--- config.mk ---
export PLATFORM = sky130hd
export DESIGN_NAME = serial_adder8
export DESIGN_NICKNAME = d
export VERILOG_FILES = /design/src/rtl/serial_adder8.sv
export SDC_FILE = /design/constraint.sdc
export NUM_CORES = 1
export LEC_CHECK = 0
export BUFFER_PORTS_ARGS = -buffer_cell sky130_fd_sc_hd__buf_4
export CAP_MARGIN = 10
export CORE_MARGIN = 10
export CORE_UTILIZATION = 30
export DETAILED_ROUTE_END_ITERATION = 10
export GPL_ROUTABILITY_DRIVEN = 0
export PLACE_DENSITY_LB_ADDON = 0.05
export SLEW_MARGIN = 20
export SYNTH_ARGS = -nofsm -noshare
export SYNTH_HDL_FRONTEND = slang
export SYNTH_SLANG_ARGS = --single-unit
--- constraint.sdc ---
create_clock -name clk -period 3.7 [get_ports clk]
set_clock_uncertainty 0.05 [all_clocks]
set_input_delay 0.74 -clock clk [delete_from_list [all_inputs] [get_ports clk]]
set_output_delay 0.74 -clock clk [all_outputs]
set_load 0.01 [all_outputs]
--- src/rtl/serial_adder8.sv ---
// rtl/serial_adder8.sv - bit-serial 8-bit adder, LSB-first, valid/ready on both sides
// Optional subtract path enabled by defining SERIAL_ADDER_SUB_EN.
module serial_adder8 (
    input  logic       clk,
    input  logic       rst_n,
    input  logic       in_valid,
    output logic       in_ready,
    input  logic [7:0] a,
    input  logic [7:0] b,
    input  logic       sub,
    output logic       out_valid,
    input  logic       out_ready,
    output logic [7:0] sum,
    output logic       cout,
    output logic       busy
);

    typedef enum logic [1:0] {S_IDLE, S_SHIFT, S_DONE} state_t;

    state_t     r_state;
    state_t     w_next;
    logic [2:0] r_cnt;
    logic       r_carry;
    logic [7:0] r_a_sr;
    logic [7:0] r_b_sr;
    logic [7:0] r_res;
    logic       r_out_valid;
    logic       r_busy;

    logic       w_load;
    logic       w_shift;
    logic       w_sub;
    logic       w_s;
    logic       w_c;

`ifdef SERIAL_ADDER_SUB_EN
    assign w_sub = sub;
`else
    logic w_unused_sub;
    assign w_sub        = 1'b0;
    assign w_unused_sub = sub;
`endif

    always_ff @(posedge clk) begin
        if (!rst_n) r_state <= S_IDLE;
        else        r_state <= w_next;
    end

    always_comb begin
        w_next = r_state;
        case (r_state)
            S_IDLE:  if (in_valid)      w_next = S_SHIFT;
            S_SHIFT: if (r_cnt == 3'd7) w_next = S_DONE;
            S_DONE:  if (out_ready)     w_next = S_IDLE;
            default:                    w_next = S_IDLE;
        endcase
    end

    always_comb begin
        in_ready = (r_state == S_IDLE) & rst_n;
        w_load   = in_ready & in_valid;
        w_shift  = (r_state == S_SHIFT);
    end

    // Full-adder cell: half-adder pair plus the registered carry feedback.
    assign w_s = r_a_sr[0] ^ r_b_sr[0] ^ r_carry;
    assign w_c = (r_a_sr[0] & r_b_sr[0]) | (r_a_sr[0] & r_carry) | (r_b_sr[0] & r_carry);

    always_ff @(posedge clk) begin
        if (!rst_n) begin
            r_a_sr  <= 8'h00;
            r_b_sr  <= 8'h00;
            r_res   <= 8'h00;
            r_carry <= 1'b0;
            r_cnt   <= 3'd0;
        end else if (w_load) begin
            r_a_sr  <= a;
            r_b_sr  <= w_sub ? ~b : b;
            r_res   <= 8'h00;
            r_carry <= w_sub;
            r_cnt   <= 3'd0;
        end else if (w_shift) begin
            r_a_sr  <= {1'b0, r_a_sr[7:1]};
            r_b_sr  <= {1'b0, r_b_sr[7:1]};
            r_res   <= {w_s, r_res[7:1]};
            r_carry <= w_c;
            r_cnt   <= r_cnt + 3'd1;
        end
    end

    // Status flags are registered from the next state so they align with r_state.
    always_ff @(posedge clk) begin
        if (!rst_n) begin
            r_out_valid <= 1'b0;
            r_busy      <= 1'b0;
        end else begin
            r_out_valid <= (w_next == S_DONE);
            r_busy      <= (w_next == S_SHIFT);
        end
    end

    assign out_valid = r_out_valid;
    assign busy      = r_busy;
    assign sum       = r_res;
    assign cout      = r_carry;

endmodule
; After elaboration in Yosys (flattened, before gate mapping)
; Index checks and enable logic that the tools add are counted.
[op_classes]
add_sub_neg = 1
n_mul = 0
n_div = 0
n_lt_le_gt_ge = 0
n_eq_ne = 5
shift = 0
n_mux = 8
n_bitwise = 10
n_reduce_logical = 3
[op_table]
columns = op, n
row1 = two-way mux 8 bit, 4
row2 = two-way mux 2 bit, 3
row3 = case mux 2 bit (3 select lines), 1
row4 = AND 1 bit, 5
row5 = equality test 2 x 1 -> 1 bit (second input constant), 2
row6 = equality test 2 bit (second input constant), 2
row7 = adder 3 x 1 -> 3 bit (second input constant), 1
row8 = equality test 3 bit (second input constant), 1
row9 = zero test 2 bit, 1
row10 = bitwise OR 1 bit, 2
row11 = nonzero test 2 bit, 1
row12 = OR reduction 2 bit, 1
row13 = bitwise XOR 1 bit, 2
row14 = inverter 1 bit, 1
[word_totals]
ff_bits = 32
latchBits = 0
ram_bits = 0
rom_bits = 0
in_bits = 21
out_inout_bits = 12
wordCells = 35
n_memories = 0

; Longest topological paths before layout
; Gate-level depths: netlist of run 1.
[logic_depth]
word_depth = 4
depth_mapped = 6
depth_no_buf = 5

; Worst setup path after synthesis of run 1
; OpenSTA, ideal clock, no wires.
[synth_timing]
path_type = input to output
startpoint = in rst_n
endpoint = out in_ready
arrival_ns = 1.271
t_required_ns = 2.910
path_slack_ns = 1.639
stages = 2
path_cell_list = clkbuf_1 > nor3b_1
[synth_via]
elab_chain_len = 1
[synth_lines]
columns = element, line
row1 = start: declaration, 5  ; input logic rst_n,
row2 = AND 1 bit, 60  ; in_ready = (r_state == S_IDLE) & rst_n;
row3 = end: declaration, 7  ; output logic in_ready,
; No other way between the ends.

; Worst setup path after layout of run 1
; Ends and elaborated chain as after synthesis.

==> results of run 1 <==
-- Yosys cell counts --
cell type  number  share of area [%]
xnor2_1         1               0.63
a22o_1          2                1.3
buf_4           4                2.2
buf_2           2               0.72
and3_1          1               0.45
nor3b_1         2                1.1
a21oi_1        11                4.0
o21ai_0         8                2.9
ha_1            2                1.8
fa_1            1                1.4
nand2b_4        1               0.99
o21ai_1         5                1.8
a31oi_1        14                6.3
nand2_1        52                 14
nor2b_2         1               0.63
nor3_1          1               0.36
nor2_1          3               0.81
clkbuf_1        1               0.27
dfxtp_1        32                 46
buf_6           7                5.7
o21ai_2         1               0.63
o31ai_2         1               0.90
inv_1           1               0.27
o21a_1          2                1.1
and4bb_2        2                1.8
nand4bb_4       1                2.0
-- power groups by stage --
| stage | registers, mW | clock network [mW] | logic [mW] |
|---|---|---|---|
| after floorplan | 0.374 | 0 | 0.0573 |
| after global placement | 0.377 | 0 | 0.0720 |
| after detailed placement | 0.377 | 0 | 0.0728 |
| after CTS | 0.370 | 0.377 | 0.0730 |
| after global routing | 0.371 | 0.390 | 0.0817 |
| final | 0.370 | 0.363 | 0.0711 |
-- layer usage --
layer	global-route usage, %	up-vias
met5	0	-
met4	3.852	0
met3	4.178	8
met2	13.23	24
met1	9.223	513
li1	-	587
-- per-stage QoR --
stage	total power, mW	setup WS, ps	utilization (%)	instance area (um2)	std cells
after floorplan	0.4317	1639	-	1390	159
after global placement	0.4490	1564	35.46	1565	228
after detailed placement	0.4500	1534	35.46	1565	228
after CTS	0.8191	1533	38.32	1692	236
after global routing	0.8436	1505	38.32	1692	236
final	0.8043	1556	38.32	1692	236
-- area by class of cell --
type	instances	area, um2
inverter	1	3.754
fill	476	2723
clock inverter	1	30.03
multi-input combinational	112	623.1
sequential	32	640.6
clock buffer	7	96.34
tap	52	65.06
timing repair buffer	31	232.7
-- cell families (layout without fill, tap and decap cells) --
group	count (synthesis)	after routing
xor+xnor	1	1
buf+inv	15	40
simple gates	64	64
fa+ha+maj	3	3
compound gates	44	44
flops	32	32
-- worst min-delay path by stage --
stage	end	slack, ps	depth (start not counted)
after floorplan	r_cnt[1]	390	2
after global placement	sum[0]	390	2
after detailed placement	r_cnt[1]	410	2
after CTS	r_a_sr[0]	420	2
after global routing	sum[6]	440	2
final	sum[0]	410	2
-- worst max-delay path: cells and delay by family --
family        cells  cell delay [ps]
simple gates      1              230
buf+inv           2              380
-- state kept, by name, indices dropped and copies added (netlist names) --
| register | count |
|---|---|
| r_cnt | 3 |
| r_state | 2 |
| out_valid | 1 |
| r_b_sr | 8 |
| r_a_sr | 8 |
| cout | 1 |
| sum | 8 |
| busy | 1 |
==> metrics.txt, run 1 <==
# TYPE chip_impl_metric gauge
chip_impl_metric{name="grt_pass1_vias",unit=""} 1143
chip_impl_info{name="grt_setup_unrepaired",value="false"} 1
chip_impl_metric{name="synthesis.yosys.warnings",unit=""} 0
chip_impl_metric{name="fp.dieW",unit="um"} 88.07
chip_impl_metric{name="routed_via_density",unit=""} 4.797
chip_impl_info{name="mostFrequentLayoutCells",value="52 x nand2_1, 32 x dfxtp_1, 31 x buf_4"} 1
chip_impl_metric{name="cp_required",unit="ps"} 2910
chip_impl_metric{name="post_synth_mux_area_share",unit="%"} 0
chip_impl_metric{name="leakage",unit="nW"} 0.6466
chip_impl_metric{name="worst_ir_drop_vdd",unit="mV"} 0.1683
chip_impl_info{name="dr.max_layer_used",value="met4"} 1
chip_impl_metric{name="finalCriticalPeriod",unit="ps"} 2144
chip_impl_metric{name="floorplan.core_area",unit="mm2"} 0.004414
chip_impl_metric{name="detailroute.wirelength.met3",unit="um"} 262
chip_impl_metric{name="antenna_found_initial",unit=""} 0
chip_impl_metric{name="layout.nets",unit=""} 207
chip_impl_metric{name="clock_power_share",unit="%"} 45.2
chip_impl_info{name="cp-startpoint",value="rst_n"} 1
chip_impl_metric{name="gate_count_after_technology_mapping",unit=""} 159
chip_impl_metric{name="drc",unit=""} 0
chip_impl_metric{name="routed-via-count",unit=""} 1132
chip_impl_metric{name="mappedNetlistNets",unit=""} 183
chip_impl_info{name="tritoncts_clock_tree",value="done"} 1
chip_impl_metric{name="ff2ff_setup_slack",unit="ps"} 1750
chip_impl_metric{name="cts_max_level",unit=""} 2
chip_impl_metric{name="cts_hold_buffers",unit=""} 0
chip_impl_metric{name="finalHoldViolCount",unit=""} 0
chip_impl_metric{name="cap_violations",unit=""} 0
chip_impl_metric{name="io-pin-count",unit=""} 33
chip_impl_metric{name="netSwitchingFraction",unit="%"} 21.64
chip_impl_metric{name="port_buffers",unit=""} 31
chip_impl_info{name="layout_commonest_cell",value="nand2_1"} 1
chip_impl_metric{name="synth_adder_area_share",unit="%"} 3.240
chip_impl_metric{name="detail-route-antenna-nets",unit=""} 0
chip_impl_metric{name="p_int",unit="mW"} 0.6302
chip_impl_metric{name="initial_utilization",unit="%"} 31.49
chip_impl_metric{name="wl",unit="mm"} 3.008
chip_impl_metric{name="grt.overflow.total",unit=""} 0
chip_impl_metric{name="fin_tns_setup",unit="ps"} 0
chip_impl_metric{name="layout-drive-gt1-share",unit="%"} 25.00
chip_impl_metric{name="synth-simple-area-share",unit="%"} 22.14
chip_impl_metric{name="cts_resized",unit=""} 0
chip_impl_metric{name="maximum_number_of_pins_on_one_net_before_global_route_repair",unit=""} 30
chip_impl_metric{name="num_antenna_cells",unit=""} 0
chip_impl_metric{name="max-clock-path-buffers",unit=""} 2
chip_impl_info{name="worst_setup_path_end_kind",value="primary output"} 1
chip_impl_metric{name="cts.reportedPaths.clkPinSlew",unit="ps"} 70
chip_impl_metric{name="wl_met2",unit="mm"} 1.394
chip_impl_metric{name="floorplan.die_area",unit="mm2"} 0.007756
chip_impl_metric{name="mapped_cell_area",unit="mm2"} 0.001390
chip_impl_metric{name="power.combinational.fraction",unit="%"} 8.8
chip_impl_info{name="timing.critical_path.to",value="in_ready"} 1
chip_impl_metric{name="worst_hold_slack",unit="ps"} 414.5
chip_impl_info{name="startpoint_type",value="input pin"} 1
chip_impl_metric{name="p_per_area",unit="mW/mm2"} 475.5
chip_impl_metric{name="finalSetupViolations",unit=""} 0
chip_impl_metric{name="max_stage_delay",unit="ps"} 230
chip_impl_metric{name="power_frac_seq",unit="%"} 46.0
chip_impl_metric{name="cp_max_fo",unit=""} 23
chip_impl_info{name="cell_chosen_for_the_clock_root",value="clkbuf_8"} 1
chip_impl_metric{name="timing.critical_path.arrival",unit="ps"} 1350
chip_impl_metric{name="areaGrowthSynthToFinish",unit="%"} 21.69
chip_impl_metric{name="dieHeight",unit="um"} 88.07
chip_impl_info{name="worstPathCellList",value="buf_4 -> nor3b_1 -> buf_4"} 1
chip_impl_info{name="criticalPathCategory",value="input pin to primary output"} 1
chip_impl_info{name="slowest_stage",value="buf_4"} 1
chip_impl_metric{name="fmax",unit="MHz"} 466.5
chip_impl_metric{name="p_switching",unit="mW"} 0.1741
chip_impl_metric{name="cts_setup_buffers",unit=""} 0
chip_impl_metric{name="worst_slew_margin_rel",unit="%"} 30.16
chip_impl_metric{name="detailedPlacementHpwl",unit="mm"} 2.027
chip_impl_metric{name="synth-compound-area-share",unit="%"} 18.81
chip_impl_metric{name="syn_avg_cell_area",unit="um2"} 8.743
chip_impl_metric{name="rows",unit=""} 24
chip_impl_metric{name="number_of_cts_inserted_buffers",unit=""} 5
chip_impl_metric{name="slew_viol_final",unit=""} 0
chip_impl_metric{name="ys_seq_area_share",unit="%"} 46.08
chip_impl_info{name="outcome",value="complete, no violations"} 1
chip_impl_metric{name="cts_sinks",unit=""} 32
chip_impl_info{name="endpoint_of_the_most_critical_register_to_register_path",value="r_a_sr[6]"} 1
chip_impl_info{name="synth_top_family_by_area",value="simple AND/OR/NAND/NOR gates"} 1
chip_impl_metric{name="clk-insertion-delay-late",unit="ps"} 280
chip_impl_metric{name="synth.distinct_cells",unit=""} 26
chip_impl_metric{name="globalRouteTotalUtil",unit="%"} 8.363
chip_impl_metric{name="rr_worst_depth",unit=""} 3
chip_impl_metric{name="avgRoutedWirePerCell",unit="um"} 12.75
chip_impl_metric{name="drtPass1Iterations",unit=""} 4
chip_impl_metric{name="synth-seq-cells",unit=""} 32
chip_impl_metric{name="drt-initial-drc-count",unit=""} 49
chip_impl_metric{name="parity_gate_share_of_the_synthesized_area_counting_xor_and_xnor_cells",unit="%"} 0.6301
chip_impl_info{name="timing.hold.worst.start",value="sum[0]"} 1
chip_impl_info{name="min-delay-path-class",value="flop to flop"} 1
chip_impl_info{name="worstReg2RegStart",value="r_state[0]"} 1
chip_impl_info{name="critPathMostFrequentCell",value="buf_4"} 1
chip_impl_metric{name="timing.final.crit_share",unit="%"} 57.94
chip_impl_metric{name="worst_pin_slew",unit="ps"} 1043
chip_impl_metric{name="first_pass_grt_wire_length",unit="mm"} 5.161
chip_impl_metric{name="route.layer.met1.wl",unit="mm"} 1.294
Power figures use the tool's default switching activity.
==> run 2: changes to the inputs <==
==> constraint.sdc (replaced) <==
create_clock -name clk -period 1.76 [get_ports clk]
set_clock_uncertainty 0.05 [all_clocks]
set_input_delay 0.352 -clock clk [delete_from_list [all_inputs] [get_ports clk]]
set_output_delay 0.352 -clock clk [all_outputs]
set_load 0.01 [all_outputs]
==> run 2 against run 1 <==
  * Hold slack worse by 170 ps
  * Utilization up 0.26 points
  * Count of clock-buffer cells in the layout down 1
  * Clock power up 88%
  * Sequential power up 110%
  * Non-clock buffer count up 4
  * Setup slack worse by 1300 ps
  * Combinational power up 120%
==> metrics.txt, run 2 (synthesis results as in run 1) <==
# TYPE chip_impl_metric gauge
chip_impl_info{name="outcome",value="complete, no violations"} 1
chip_impl_metric{name="p_per_area",unit="mW/mm2"} 950.4
chip_impl_metric{name="place_worst_setup_slack",unit="ps"} 293.9
chip_impl_info{name="startpoint_type",value="flop"} 1
chip_impl_metric{name="max-clock-path-buffers",unit=""} 2
chip_impl_metric{name="cp_required",unit="ps"} 1360
chip_impl_metric{name="globalRouteTotalUtil",unit="%"} 7.985
chip_impl_metric{name="fp.dieW",unit="um"} 88.07
chip_impl_metric{name="slew_viol_final",unit=""} 0
chip_impl_metric{name="drt-initial-drc-count",unit=""} 74
chip_impl_metric{name="wl",unit="mm"} 3.084
chip_impl_metric{name="fillerInstances",unit=""} 464
chip_impl_metric{name="worst_ir_drop_vdd",unit="mV"} 0.4478
chip_impl_metric{name="antenna_found_initial",unit=""} 0
chip_impl_info{name="mostFrequentLayoutCells",value="52 x nand2_1, 35 x buf_4, 32 x dfxtp_1"} 1
chip_impl_metric{name="timing.critical_path.arrival",unit="ps"} 1100
chip_impl_metric{name="floorplan.die_area",unit="mm2"} 0.007756
chip_impl_metric{name="num_antenna_cells",unit=""} 0
chip_impl_metric{name="areaGrowthSynthToFinish",unit="%"} 22.50
chip_impl_metric{name="cts_max_level",unit=""} 2
chip_impl_metric{name="floorplan.core_area",unit="mm2"} 0.004414
chip_impl_info{name="criticalPathCategory",value="flop to primary output"} 1
chip_impl_info{name="cell_chosen_for_the_clock_root",value="clkbuf_8"} 1
chip_impl_info{name="min-delay-path-class",value="input pin to flop"} 1
chip_impl_metric{name="finalHoldViolCount",unit=""} 0
chip_impl_metric{name="detailedPlacementHpwl",unit="mm"} 2.105
chip_impl_info{name="tritoncts_clock_tree",value="done"} 1
chip_impl_metric{name="grt.overflow.total",unit=""} 0
chip_impl_metric{name="clk-insertion-delay-late",unit="ps"} 280
chip_impl_metric{name="fin_area",unit="mm2"} 0.001703
chip_impl_info{name="layout_commonest_cell",value="nand2_1"} 1
chip_impl_metric{name="place_area",unit="mm2"} 0.001595
chip_impl_metric{name="initial_utilization",unit="%"} 31.49
chip_impl_metric{name="worst_hold_path.num_cells",unit=""} 2
chip_impl_info{name="grt_setup_unrepaired",value="false"} 1
chip_impl_metric{name="maximum_number_of_pins_on_one_net_before_global_route_repair",unit=""} 29
chip_impl_metric{name="finalPower",unit="mW"} 1.618
chip_impl_metric{name="detail-route-antenna-nets",unit=""} 0
chip_impl_metric{name="leakage",unit="nW"} 0.6563
chip_impl_metric{name="worst_pin_slew",unit="ps"} 401.4
chip_impl_metric{name="ff2ff_setup_slack",unit="ps"} 280
chip_impl_metric{name="worst_hold_slack",unit="ps"} 246.5
chip_impl_metric{name="rows",unit=""} 24
chip_impl_metric{name="number_of_cts_inserted_buffers",unit=""} 5
chip_impl_metric{name="io-pin-count",unit=""} 33
chip_impl_metric{name="grt_pass1_vias",unit=""} 1069
chip_impl_metric{name="drc",unit=""} 0
chip_impl_metric{name="layout.nets",unit=""} 211
chip_impl_metric{name="cts_resized",unit=""} 0
chip_impl_metric{name="routed_via_density",unit=""} 4.729
chip_impl_metric{name="port_buffers",unit=""} 31
chip_impl_info{name="worst_setup_path_end_kind",value="primary output"} 1
chip_impl_metric{name="cts.reportedPaths.clkPinSlew",unit="ps"} 60
chip_impl_metric{name="avgRoutedWirePerCell",unit="um"} 12.85
chip_impl_metric{name="dieHeight",unit="um"} 88.07
chip_impl_metric{name="cp_max_fo",unit=""} 9
chip_impl_metric{name="cts_setup_buffers",unit=""} 0
chip_impl_metric{name="finalCriticalPeriod",unit="ps"} 1497
chip_impl_metric{name="routed-via-count",unit=""} 1135
chip_impl_metric{name="finalSetupViolations",unit=""} 0
chip_impl_metric{name="layout-drive-gt1-share",unit="%"} 26.06
chip_impl_metric{name="cap_violations",unit=""} 0
chip_impl_metric{name="fin_tns_setup",unit="ps"} 0
chip_impl_metric{name="timing.final.crit_share",unit="%"} 85.07
chip_impl_metric{name="layout_setup_ws",unit="ps"} 262.8
chip_impl_metric{name="worst_slew_margin_rel",unit="%"} 73.21
chip_impl_metric{name="cts_hold_buffers",unit=""} 0
chip_impl_metric{name="first_pass_grt_wire_length",unit="mm"} 4.905
chip_impl_metric{name="rr_worst_depth",unit=""} 4
chip_impl_metric{name="fmax",unit="MHz"} 667.9
chip_impl_metric{name="cts_sinks",unit=""} 32
chip_impl_metric{name="drtPass1Iterations",unit=""} 4
==> run 2: cell types whose count changed in the layout (fill, tap and decap cells not counted), sizes merged <==
cell	change
clkinv	+1
clkbuf	-1
buf	+4
==> run 2: final timing paths <==
check / startpoint / end
worst min-delay path: a[7] / r_a_sr[7]
worst min register to register: sum[0] / sum[0]
worst max-delay path: r_state[0] / in_ready
worst max register to register: r_state[0] / r_a_sr[5]
==> run 2: metal layers <==
metal  up-vias  global-route usage, %  routed length (um)
met5         -                      0                   0
met4         0                  2.996                  52
met3         6                  4.457                 241
met2        21                  12.70                1380
met1       514                  8.735                1409
li1        594                      -                   -
==> run 2: power breakdown <==
group / switching (mW) / internal, mW
Sequential: 0.0209 / 0.757
Clock: 0.262 / 0.420
Combinational: 0.0828 / 0.0763
Total: 0.366 / 1.25
==> run 2: critical path, cell delays in order (launching register included) <==
cell and delay, ps:
dfxtp_1 560, nor3b_1 90, buf_4 160
==> run 2: layout make-up <==
cell class,count,area [um2],share of cell area (%)
clock buffers,6,72.57,4.262
well taps,52,65.06,3.821
flip-flops and latches,32,640.6,37.62
clock inverters,2,35.03,2.057
inverters,1,3.754,0.2204
repair buffers,35,262.8,15.43
multi-input cells,112,623.1,36.59
==> run 2: through the flow <==
step / instances / util (%)
global route: 240 / 38.58
finish: 240 / 38.58
detailed placement: 232 / 36.14
floorplan: 159 / -
global placement: 232 / 36.14
CTS: 240 / 38.58
==> run 3: changes to the inputs <==
--- a/config.mk
+++ b/config.mk
@@ -9,6 +9,7 @@
 export CAP_MARGIN = 10
 export CORE_MARGIN = 10
 export CORE_UTILIZATION = 30
+export CTS_BUF_LIST = sky130_fd_sc_hd__clkbuf_8
 export DETAILED_ROUTE_END_ITERATION = 10
 export GPL_ROUTABILITY_DRIVEN = 0
 export PLACE_DENSITY_LB_ADDON = 0.05
==> run 3 against run 2 <==
  * Power is 0.35% lower
  * Largest cell class unchanged
  * Routed wire length about the same
  * Largest power group unchanged
  * Sequential power about the same
==> metrics.txt, run 3 (synthesis results as in run 1) <==
# TYPE chip_impl_metric gauge
chip_impl_metric{name="cp_max_fo",unit=""} 9
chip_impl_metric{name="drc",unit=""} 0
chip_impl_metric{name="layout-drive-gt1-share",unit="%"} 26.06
chip_impl_info{name="worst_setup_path_end_kind",value="primary output"} 1
chip_impl_metric{name="place_area",unit="mm2"} 0.001595
chip_impl_metric{name="cts_max_level",unit=""} 2
chip_impl_metric{name="finalCoreUtilization",unit="%"} 38.58
chip_impl_metric{name="avgRoutedWirePerCell",unit="um"} 12.85
chip_impl_metric{name="routed_via_density",unit=""} 4.729
chip_impl_metric{name="grt_util_met3",unit="%"} 4.457
chip_impl_metric{name="slew_viol_final",unit=""} 0
chip_impl_metric{name="cap_violations",unit=""} 0
chip_impl_info{name="tritoncts_clock_tree",value="done"} 1
chip_impl_metric{name="grt.met1_usage",unit="%"} 8.735
chip_impl_metric{name="wl",unit="mm"} 3.083
chip_impl_metric{name="fp.dieW",unit="um"} 88.07
chip_impl_metric{name="p_per_area",unit="mW/mm2"} 947.1
chip_impl_info{name="mostFrequentLayoutCells",value="52 x nand2_1, 35 x buf_4, 32 x dfxtp_1"} 1
chip_impl_info{name="timing.hold.worst.start",value="a[7]"} 1
chip_impl_metric{name="fillerInstances",unit=""} 464
chip_impl_metric{name="layout_setup_ws",unit="ps"} 262.8
chip_impl_metric{name="cts.reportedPaths.clkPinSlew",unit="ps"} 60
chip_impl_metric{name="finalPower",unit="mW"} 1.613
chip_impl_metric{name="cts_resized",unit=""} 0
chip_impl_metric{name="cts_setup_buffers",unit=""} 0
chip_impl_info{name="endpoint_of_the_most_critical_register_to_register_path",value="r_a_sr[5]"} 1
chip_impl_metric{name="fin_tns_setup",unit="ps"} 0
chip_impl_metric{name="io-pin-count",unit=""} 33
chip_impl_info{name="outcome",value="complete, no violations"} 1
chip_impl_metric{name="cp_required",unit="ps"} 1360
chip_impl_metric{name="worst_pin_slew",unit="ps"} 401.4
chip_impl_metric{name="worst_ir_drop_vdd",unit="mV"} 0.4478
chip_impl_metric{name="globalRouteTotalUtil",unit="%"} 7.985
chip_impl_info{name="cell_chosen_for_the_clock_root",value="clkbuf_8"} 1
chip_impl_metric{name="initial_utilization",unit="%"} 31.49
chip_impl_info{name="min-delay-path-class",value="input pin to flop"} 1
chip_impl_metric{name="drtPass1Iterations",unit=""} 4
chip_impl_metric{name="finalHoldViolCount",unit=""} 0
chip_impl_metric{name="grt_pass1_vias",unit=""} 1069
chip_impl_info{name="grt_setup_unrepaired",value="false"} 1
chip_impl_metric{name="fmax",unit="MHz"} 667.9
chip_impl_metric{name="fin_area",unit="mm2"} 0.001703
chip_impl_metric{name="worst_hold_slack",unit="ps"} 246.5
chip_impl_metric{name="areaGrowthSynthToFinish",unit="%"} 22.50
chip_impl_info{name="worst_hold_endpoint",value="r_a_sr[7]"} 1
chip_impl_metric{name="finalSetupViolations",unit=""} 0
chip_impl_metric{name="floorplan.die_area",unit="mm2"} 0.007756
chip_impl_metric{name="maximum_number_of_pins_on_one_net_before_global_route_repair",unit=""} 29
chip_impl_metric{name="cts_sinks",unit=""} 32
chip_impl_metric{name="max-clock-path-buffers",unit=""} 2
chip_impl_metric{name="num_antenna_cells",unit=""} 0
chip_impl_metric{name="timing.critical_path.arrival",unit="ps"} 1100
chip_impl_metric{name="worst_hold_path.num_cells",unit=""} 2
chip_impl_metric{name="grt.overflow.total",unit=""} 0
chip_impl_metric{name="floorplan.core_area",unit="mm2"} 0.004414
chip_impl_metric{name="dieHeight",unit="um"} 88.07
chip_impl_metric{name="leakage",unit="nW"} 0.6604
chip_impl_metric{name="drt-initial-drc-count",unit=""} 74
chip_impl_metric{name="timing.final.crit_share",unit="%"} 85.07
chip_impl_info{name="worstReg2RegStart",value="r_state[0]"} 1
chip_impl_metric{name="cts_hold_buffers",unit=""} 0
chip_impl_metric{name="place_worst_setup_slack",unit="ps"} 293.9
chip_impl_metric{name="clk-insertion-delay-late",unit="ps"} 280
chip_impl_metric{name="layout.cells.non_filler",unit=""} 240
chip_impl_metric{name="number_of_cts_inserted_buffers",unit=""} 5
chip_impl_metric{name="ff2ff_setup_slack",unit="ps"} 280
chip_impl_metric{name="routed-via-count",unit=""} 1135
chip_impl_info{name="criticalPathCategory",value="flop to primary output"} 1
chip_impl_metric{name="detail-route-antenna-nets",unit=""} 0
chip_impl_metric{name="antenna_found_initial",unit=""} 0
chip_impl_metric{name="worst_slew_margin_rel",unit="%"} 73.21
chip_impl_metric{name="multi_input_comb_area",unit="um2"} 623.1
chip_impl_metric{name="port_buffers",unit=""} 31
chip_impl_info{name="grt_busiest_layer",value="met2"} 1
chip_impl_metric{name="met2_usage",unit="%"} 12.70
chip_impl_metric{name="detailedPlacementHpwl",unit="mm"} 2.105
chip_impl_metric{name="numPlacedInstances",unit=""} 232
chip_impl_metric{name="finalCriticalPeriod",unit="ps"} 1497
chip_impl_metric{name="rr_worst_depth",unit=""} 4
chip_impl_metric{name="rows",unit=""} 24
chip_impl_metric{name="area.sequential",unit="um2"} 640.6
chip_impl_info{name="startpoint_type",value="flop"} 1
chip_impl_metric{name="layout.nets",unit=""} 211
chip_impl_info{name="layout_commonest_cell",value="nand2_1"} 1
chip_impl_metric{name="first_pass_grt_wire_length",unit="mm"} 4.905
## run 3: power by group
group / leakage [nW] / switching (mW) / total, mW / internal [mW]
Sequential: 0.261 / 0.0209 / 0.777 / 0.757
Combinational: 0.340 / 0.0828 / 0.159 / 0.0763
Clock: 0.0593 / 0.262 / 0.676 / 0.414
Total: 0.660 / 0.366 / 1.61 / 1.25
## run 3: how the worst max path moves through the flow
stage	from	endpoint	slack, ps	cells past startpoint
after floorplan	rst_n	in_ready	480	2
after global placement	r_state[0]	r_a_sr[3]	330	4
after detailed placement	r_state[0]	r_a_sr[5]	290	4
after CTS	r_state[0]	in_ready	250	2
after global routing	r_state[0]	r_a_sr[4]	180	4
final	r_state[0]	in_ready	260	2
## run 3: metal layers
| layer | vias up | wire (um) |
|---|---|---|
| li1 | 594 | - |
| met1 | 514 | 1408 |
| met2 | 21 | 1380 |
| met3 | 6 | 241 |
| met4 | 0 | 52 |
| met5 | - | 0 |
## run 3: critical path, stage by stage, from the launching register on
cell     delay [ps]
dfxtp_1         560
nor3b_1          90
buf_4           160
## run 3: final cells by class
class                   instances  area share [%]
well taps                      52           3.821
inverters                       1          0.2204
multi-input cells             112           36.59
clock buffers                   5           4.041
flip-flops and latches         32           37.62
repair buffers                 35           15.43
clock inverters                 3           2.278
